### src/rtl/mult_share_ctrl_pkg.sv
// Shared widths, FSM encoding and requester IDs for the shared shift-add multiplier.
package mult_pkg;

   localparam int unsigned A_WIDTH_DEF = 8;
   localparam int unsigned B_WIDTH_DEF = 4;

   typedef enum logic [1:0] {
      StIdle = 2'd0,
      StRun  = 2'd1,
      StDone = 2'd2
   } state_e;

   localparam logic ID_REQ0 = 1'b0;
   localparam logic ID_REQ1 = 1'b1;

endpackage

### src/rtl/mult_share_ctrl_if.sv
// Operand and result handshakes of the shared multiplier; master drives requests, slave is the controller.
interface mult_share_ctrl_if
   import mult_pkg::*;
#(
   parameter int unsigned A_WIDTH = A_WIDTH_DEF,
   parameter int unsigned B_WIDTH = B_WIDTH_DEF,
   parameter int unsigned P_WIDTH = A_WIDTH + B_WIDTH
);

   logic               req0_valid;
   logic [A_WIDTH-1:0] req0_a;
   logic [B_WIDTH-1:0] req0_b;
   logic               req0_ready;
   logic               req1_valid;
   logic [A_WIDTH-1:0] req1_a;
   logic [B_WIDTH-1:0] req1_b;
   logic               req1_ready;
   logic               res_valid;
   logic               res_id;
   logic [P_WIDTH-1:0] res_product;
   logic               res_ready;
   logic               busy;

   modport master (
      output req0_valid, req0_a, req0_b,
      input  req0_ready,
      output req1_valid, req1_a, req1_b,
      input  req1_ready,
      input  res_valid, res_id, res_product,
      output res_ready,
      input  busy
   );

   modport slave (
      input  req0_valid, req0_a, req0_b,
      output req0_ready,
      input  req1_valid, req1_a, req1_b,
      output req1_ready,
      output res_valid, res_id, res_product,
      input  res_ready,
      output busy
   );

endinterface

### src/rtl/mult_share_ctrl_shift_add_core.sv
// Iterative shift-add multiplier: one multiplier bit per cycle, B_WIDTH cycles per product.
module shift_add_core
   import mult_pkg::*;
#(
   parameter int unsigned A_WIDTH = A_WIDTH_DEF,
   parameter int unsigned B_WIDTH = B_WIDTH_DEF,
   parameter int unsigned P_WIDTH = A_WIDTH + B_WIDTH
) (
   input  logic               clk,
   input  logic               rst,
   input  logic               start,
   input  logic [A_WIDTH-1:0] a,
   input  logic [B_WIDTH-1:0] b,
   output logic               done,
   output logic [P_WIDTH-1:0] product
);

   localparam int unsigned CntW = $clog2(B_WIDTH + 1);

   logic [P_WIDTH-1:0] a_sh_q, a_sh_d;
   logic [B_WIDTH-1:0] b_sh_q, b_sh_d;
   logic [P_WIDTH-1:0] acc_q, acc_d;
   logic [CntW-1:0]    cnt_q, cnt_d;
   logic               active_q, active_d;

   assign done    = active_q && (cnt_q == CntW'(B_WIDTH - 1));
   assign product = acc_q;

   always_comb begin
      a_sh_d   = a_sh_q;
      b_sh_d   = b_sh_q;
      acc_d    = acc_q;
      cnt_d    = cnt_q;
      active_d = active_q;
      if (start) begin
         a_sh_d   = P_WIDTH'(a);
         b_sh_d   = b;
         acc_d    = '0;
         cnt_d    = '0;
         active_d = 1'b1;
      end else if (active_q) begin
         if (b_sh_q[0]) begin
            acc_d = acc_q + a_sh_q;
         end
         a_sh_d = a_sh_q << 1;
         b_sh_d = b_sh_q >> 1;
         cnt_d  = cnt_q + CntW'(1);
         // acc stays frozen after the last iteration so the product can be held
         if (done) begin
            active_d = 1'b0;
         end
      end
   end

   always_ff @(posedge clk) begin
      if (rst) begin
         a_sh_q   <= '0;
         b_sh_q   <= '0;
         acc_q    <= '0;
         cnt_q    <= '0;
         active_q <= 1'b0;
      end else begin
         a_sh_q   <= a_sh_d;
         b_sh_q   <= b_sh_d;
         acc_q    <= acc_d;
         cnt_q    <= cnt_d;
         active_q <= active_d;
      end
   end

endmodule

### src/rtl/mult_share_ctrl.sv
// Round-robin arbiter and sequencing FSM sharing one shift-add multiplier between two requesters.
module mult_share_ctrl
   import mult_pkg::*;
#(
   parameter int unsigned A_WIDTH = A_WIDTH_DEF,
   parameter int unsigned B_WIDTH = B_WIDTH_DEF,
   parameter int unsigned P_WIDTH = A_WIDTH + B_WIDTH
) (
   input logic               clk,
   input logic               rst,
   mult_share_ctrl_if.slave  bus
);

   state_e state_q, state_d;
   logic   owner_q, owner_d;
   logic   last_grant_q, last_grant_d;

   logic               req_any;
   logic               grant;
   logic               core_start;
   logic               core_done;
   logic [A_WIDTH-1:0] core_a;
   logic [B_WIDTH-1:0] core_b;
   logic [P_WIDTH-1:0] core_product;

   logic               req0_ready;
   logic               req1_ready;
   logic               res_valid;
   logic               res_id;
   logic [P_WIDTH-1:0] res_product;

   assign req_any = bus.req0_valid || bus.req1_valid;

   // On a tie the requester that was not served last wins.
   always_comb begin
      if (bus.req0_valid && bus.req1_valid) begin
         grant = ~last_grant_q;
      end else if (bus.req1_valid) begin
         grant = ID_REQ1;
      end else begin
         grant = ID_REQ0;
      end
   end

   assign core_a = (grant == ID_REQ1) ? bus.req1_a : bus.req0_a;
   assign core_b = (grant == ID_REQ1) ? bus.req1_b : bus.req0_b;

   always_comb begin
      state_d      = state_q;
      owner_d      = owner_q;
      last_grant_d = last_grant_q;
      core_start   = 1'b0;
      req0_ready   = 1'b0;
      req1_ready   = 1'b0;
      res_valid    = 1'b0;
      res_id       = 1'b0;
      res_product  = '0;
      unique case (state_q)
         StIdle: begin
            if (req_any) begin
               req0_ready   = (grant == ID_REQ0);
               req1_ready   = (grant == ID_REQ1);
               core_start   = 1'b1;
               owner_d      = grant;
               last_grant_d = grant;
               state_d      = StRun;
            end
         end
         StRun: begin
            if (core_done) begin
               state_d = StDone;
            end
         end
         StDone: begin
            res_valid   = 1'b1;
            res_id      = owner_q;
            res_product = core_product;
            if (bus.res_ready) begin
               state_d = StIdle;
            end
         end
         default: state_d = StIdle;
      endcase
   end

   assign bus.req0_ready  = req0_ready;
   assign bus.req1_ready  = req1_ready;
   assign bus.res_valid   = res_valid;
   assign bus.res_id      = res_id;
   assign bus.res_product = res_product;
   assign bus.busy        = (state_q != StIdle);

   always_ff @(posedge clk) begin
      if (rst) begin
         state_q      <= StIdle;
         owner_q      <= ID_REQ0;
         last_grant_q <= ID_REQ1;
      end else begin
         state_q      <= state_d;
         owner_q      <= owner_d;
         last_grant_q <= last_grant_d;
      end
   end

   shift_add_core #(
      .A_WIDTH (A_WIDTH),
      .B_WIDTH (B_WIDTH),
      .P_WIDTH (P_WIDTH)
   ) u_core (
      .clk     (clk),
      .rst     (rst),
      .start   (core_start),
      .a       (core_a),
      .b       (core_b),
      .done    (core_done),
      .product (core_product)
   );

endmodule

### src/flat_wrapper.sv
// flat-port wrapper written by rule: the top's interface ports become plain ports
module mult_share_ctrl_flat import mult_pkg::*;
#(
   parameter int unsigned A_WIDTH = A_WIDTH_DEF,
   parameter int unsigned B_WIDTH = B_WIDTH_DEF,
   parameter int unsigned P_WIDTH = A_WIDTH + B_WIDTH
)
  (clk, rst, bus_req0_valid, bus_req0_a, bus_req0_b, bus_req0_ready, bus_req1_valid, bus_req1_a, bus_req1_b, bus_req1_ready, bus_res_valid, bus_res_id, bus_res_product, bus_res_ready, bus_busy);
  mult_share_ctrl_if #(.A_WIDTH(A_WIDTH), .B_WIDTH(B_WIDTH), .P_WIDTH(P_WIDTH)) bus_i ();
  input logic clk;
  input logic rst;
  input wire logic [$bits(bus_i.req0_valid)-1:0] bus_req0_valid;
  input wire logic [$bits(bus_i.req0_a)-1:0] bus_req0_a;
  input wire logic [$bits(bus_i.req0_b)-1:0] bus_req0_b;
  output wire logic [$bits(bus_i.req0_ready)-1:0] bus_req0_ready;
  input wire logic [$bits(bus_i.req1_valid)-1:0] bus_req1_valid;
  input wire logic [$bits(bus_i.req1_a)-1:0] bus_req1_a;
  input wire logic [$bits(bus_i.req1_b)-1:0] bus_req1_b;
  output wire logic [$bits(bus_i.req1_ready)-1:0] bus_req1_ready;
  output wire logic [$bits(bus_i.res_valid)-1:0] bus_res_valid;
  output wire logic [$bits(bus_i.res_id)-1:0] bus_res_id;
  output wire logic [$bits(bus_i.res_product)-1:0] bus_res_product;
  input wire logic [$bits(bus_i.res_ready)-1:0] bus_res_ready;
  output wire logic [$bits(bus_i.busy)-1:0] bus_busy;
  assign bus_i.req0_valid = bus_req0_valid;
  assign bus_i.req0_a = bus_req0_a;
  assign bus_i.req0_b = bus_req0_b;
  assign bus_req0_ready = bus_i.req0_ready;
  assign bus_i.req1_valid = bus_req1_valid;
  assign bus_i.req1_a = bus_req1_a;
  assign bus_i.req1_b = bus_req1_b;
  assign bus_req1_ready = bus_i.req1_ready;
  assign bus_res_valid = bus_i.res_valid;
  assign bus_res_id = bus_i.res_id;
  assign bus_res_product = bus_i.res_product;
  assign bus_i.res_ready = bus_res_ready;
  assign bus_busy = bus_i.busy;
  mult_share_ctrl #(.A_WIDTH(A_WIDTH), .B_WIDTH(B_WIDTH), .P_WIDTH(P_WIDTH)) u_core (.clk(clk), .rst(rst), .bus(bus_i));
endmodule
### config.mk
export PLATFORM = sky130hd
export DESIGN_NAME = mult_share_ctrl_flat
export DESIGN_NICKNAME = d
export VERILOG_FILES = /design/src/rtl/mult_share_ctrl_pkg.sv /design/src/rtl/mult_share_ctrl_if.sv /design/src/rtl/mult_share_ctrl_shift_add_core.sv /design/src/rtl/mult_share_ctrl.sv /design/src/flat_wrapper.sv
export SDC_FILE = /design/constraint.sdc
export NUM_CORES = 1
export LEC_CHECK = 0
export BUFFER_PORTS_ARGS = -buffer_cell sky130_fd_sc_hd__buf_2
export CAP_MARGIN = 20
export CELL_PAD_IN_SITES_DETAIL_PLACEMENT = 1
export CELL_PAD_IN_SITES_GLOBAL_PLACEMENT = 1
export CORE_MARGIN = 5
export CORE_UTILIZATION = 43
export CTS_CLUSTER_DIAMETER = 50
export DETAILED_ROUTE_END_ITERATION = 10
export PLACE_DENSITY = 0.87
export SLEW_MARGIN = 20
export SYNTH_ARGS = -nofsm -noshare
export SYNTH_HDL_FRONTEND = slang
export SYNTH_SLANG_ARGS = --single-unit
### constraint.sdc
create_clock -name clk -period 6.1 [get_ports clk]
set_clock_uncertainty 0.15 [all_clocks]
set_input_delay 0.305 -clock clk [delete_from_list [all_inputs] [get_ports clk]]
set_output_delay 0.305 -clock clk [all_outputs]
set_load 0.005 [all_outputs]
==> flow_metrics.py <==
metrics = {
    "drt": {
        "drtAntennaViolNets": 0,
        "vias_per_cell": 5.55,
        "drt_iter0_drc": 145,
        "drt-pass1-iter-count": 6,
        "route.detailed.drc": 0,
        "vias": 1988,
        "wl_per_cell_um": 15.9,
        "wl_um": 5690,
    },
    "logic_synthesis": {
        "synth_ff_type": "dfxtp_1",
        "ys_warn_count": 0,
        "yosysUniqueCellTypes": 43,
        "ys_ff_latch": 36,
        "synth_fp_nets": 293,
        "yosysMostFrequentCell": "dfxtp_1",
        "postSynth.asyncResetShare": 0,
        "synth_area_leader_cell": "dfxtp_1",
        "synth_top_area_share": 0.340,
        "synth_common_cells": "dfxtp_1, nor2_1, a21oi_1",
        "synth_area_um2": 2120,
        "yosys-top-cells-area": "dfxtp_1, ha_1, a222oi_1, nand2b_1, nor2_1",
        "seq_area_frac_synth": 0.340,
        "synth_edf_count": 0,
        "avgSynthCellArea_um2": 8.47,
        "netlist_instances": 250,
    },
    "grt": {
        "antenna_found_initial": 0,
        "grt_pass1_vias": 2088,
        "grt_pass1_wl_um": 9700,
        "grt_overflow_total": 0,
        "gr-usage-all-layers": 0.192,
        "grt_max_degree": 25,
    },
    "cts": {
        "clk_path_buf_depth": 2,
        "clockRootBuffer": "clkbuf_8",
        "postCtsSetupBuffers": 0,
        "cts.repair.resized": 0,
        "clk_latency_ns": 0.29,
        "cts_made_buffers": 5,
        "clock_sinks": 36,
        "clk_pin_slew_ns": 0.08,
        "cts_tree": "built",
        "htree_levels": 2,
        "ctsHoldBuffers": 0,
    },
    "timing": {
        "fin_crit_ns": 2.55,
        "finalHoldViolations": 0,
        "post-route-period-util": 0.419,
        "tightest_slew_ns": 0.921,
        "setup_tns_ns": 0,
        "slew_headroom": 0.385,
        "finalSetupViolCount": 0,
        "rsz0062_at_grt": "false",
        "drv_slew": 0,
        "max_freq_ghz": 0.392,
    },
    "critical_path": {
        "end_kind": "flip-flop",
        "cp_cell_sequence": "nand2_1 > or3_1 > mux2i_1 > a311oi_1",
        "path_class": "flip-flop to flip-flop",
        "critical-path-max-stage-delay_ns": 0.93,
        "start_kind": "flip-flop",
        "worst-path-max-fanout": 24,
        "worst_path_max_delay_cell": "dfxtp_1",
        "cp.arrival_ns": 2.54,
        "cp.required_ns": 6.09,
    },
    "final_layout": {
        "antenna-diode-count": 0,
        "drive_gt1_frac": 0.216,
        "syn2layout_area_growth_pct": 16.8,
        "layout.cells.non_filler": 358,
        "nets": 333,
        "final_cell_area_um2": 2470,
    },
    "place": {
        "gp_congestion": 0.812,
        "port-buffer-count": 45,
        "dpl_cell_area_um2": 2360,
        "place_inst": 350,
        "dp_hpwl_um": 4160,
    },
    "pwr": {
        "peakVddDrop_v": 0.000101,
        "power_density_nw_per_um2": 221,
        "power_leakage_nw": 1.08,
    },
    "die": {
        "die_area_um2": 6430,
        "coreArea_um2": 4750,
        "die_w_um": 80.2,
        "start_util": 0.446,
        "pin_count": 46,
        "num_rows": 25,
        "die_h_um": 80.2,
    },
    "status": {
        "outcome": "finished clean",
    },
    "worst_hold_path": {
        "hold_path.class": "input pin to flip-flop",
    },
    "flow_run": {
        "maxCapViolCount": 0,
    },
}
worst max-delay path, delay by kind of cell (launching register included):
family / cells / cell delay [ns]
compound gates: 1 / 0.07
flops: 1 / 0.93
mux: 1 / 0.15
simple gates: 2 / 1.11
per-stage QoR:
stage	total power (W)	worst slack [ns]	utilization	hold WS, ns
2_1_floorplan	0.000319	3.85	-	0.277
3_5_place_dp	0.000344	3.64	0.497	0.318
6_report	0.000547	3.55	0.520	0.122
3_3_place_gp	0.000340	3.69	0.497	0.302
5_1_grt	0.000576	3.35	0.520	0.133
4_1_cts	0.000553	3.57	0.520	0.122
cells by family after synthesis:
group,Yosys count,synth area share
AOI/OAI and AO/OA,60,0.201
and+or+nand+nor,110,0.277
DFF,36,0.340
buffers and inverters,19,0.0443
xor gates and xnor gates,3,0.0124
muxes,8,0.0384
adders and majority gates,14,0.0862
flip-flops by register name, summed over array words and instances (netlist names):
name and flops:
u_core.last_grant_q 1, u_core.owner_q 1, u_core.state_q 2, u_core.u_core.a_sh_q 12, u_core.u_core.active_q 1, u_core.u_core.b_sh_q 4, u_core.u_core.cnt_q 3, u_core.u_core.product 12
cell usage in the layout (no fill, tap or decap), types with 2 or more instances in the layout:
cell type	n
nor2b_1	3
nand3_1	5
clkbuf_8	5
ha_1	13
nor4_1	2
nand4_1	2
o21ai_0	7
buf_2	45
a211o_1	2
a222oi_1	11
or3_1	4
mux2i_1	7
xnor2_1	3
and3_2	2
nand2b_1	16
and2_0	2
a31oi_1	3
a21o_1	5
dfxtp_1	36
nand2_1	16
a211oi_1	5
and2_1	14
nor2_1	25
inv_1	6
nor3_1	12
a21oi_1	18
and3_1	2
where the power goes:
| part | switching [W] | internal, W | total (W) | leakage [nW] |
|---|---|---|---|---|
| Sequential | 0.0000135 | 0.000247 | 0.000260 | 0.294 |
| Combinational | 0.0000433 | 0.0000354 | 0.0000787 | 0.736 |
| Clock | 0.0000872 | 0.000121 | 0.000208 | 0.0552 |
routing by layer:
metal / part of all wire / routed length (µm) / track usage / vias up
li1: - / - / - / 986
met4: 0.0079 / 45 / 0.0490 / 0
met3: 0.031 / 179 / 0.0370 / 5
met5: 0 / 0 / 0 / -
met2: 0.53 / 3000 / 0.362 / 28
met1: 0.43 / 2470 / 0.218 / 969
layout make-up:
class,instances,area (µm²)
Fill cell,600,2280
Multi-Input combinational cell,195,1310
Sequential cell,36,721
Timing Repair Buffer,46,233
Tap cell,67,83.8
Clock buffer,6,72.6
Clock inverter,2,35.0
Inverter,6,22.5
worst paths after layout:
check | start | endpoint | slack (ns) | cells past startpoint
min | bus_req0_b[3] | u_core.u_core.b_sh_q[3] | 0.12 | 3
max | u_core.u_core.active_q | u_core.u_core.product[9] | 3.55 | 4
max reg2reg | u_core.u_core.active_q | u_core.u_core.product[9] | 3.55 | 4
min reg2reg | u_core.state_q[1] | u_core.state_q[0] | 0.33 | 1
No activity file was read; power rests on OpenSTA's default activity.
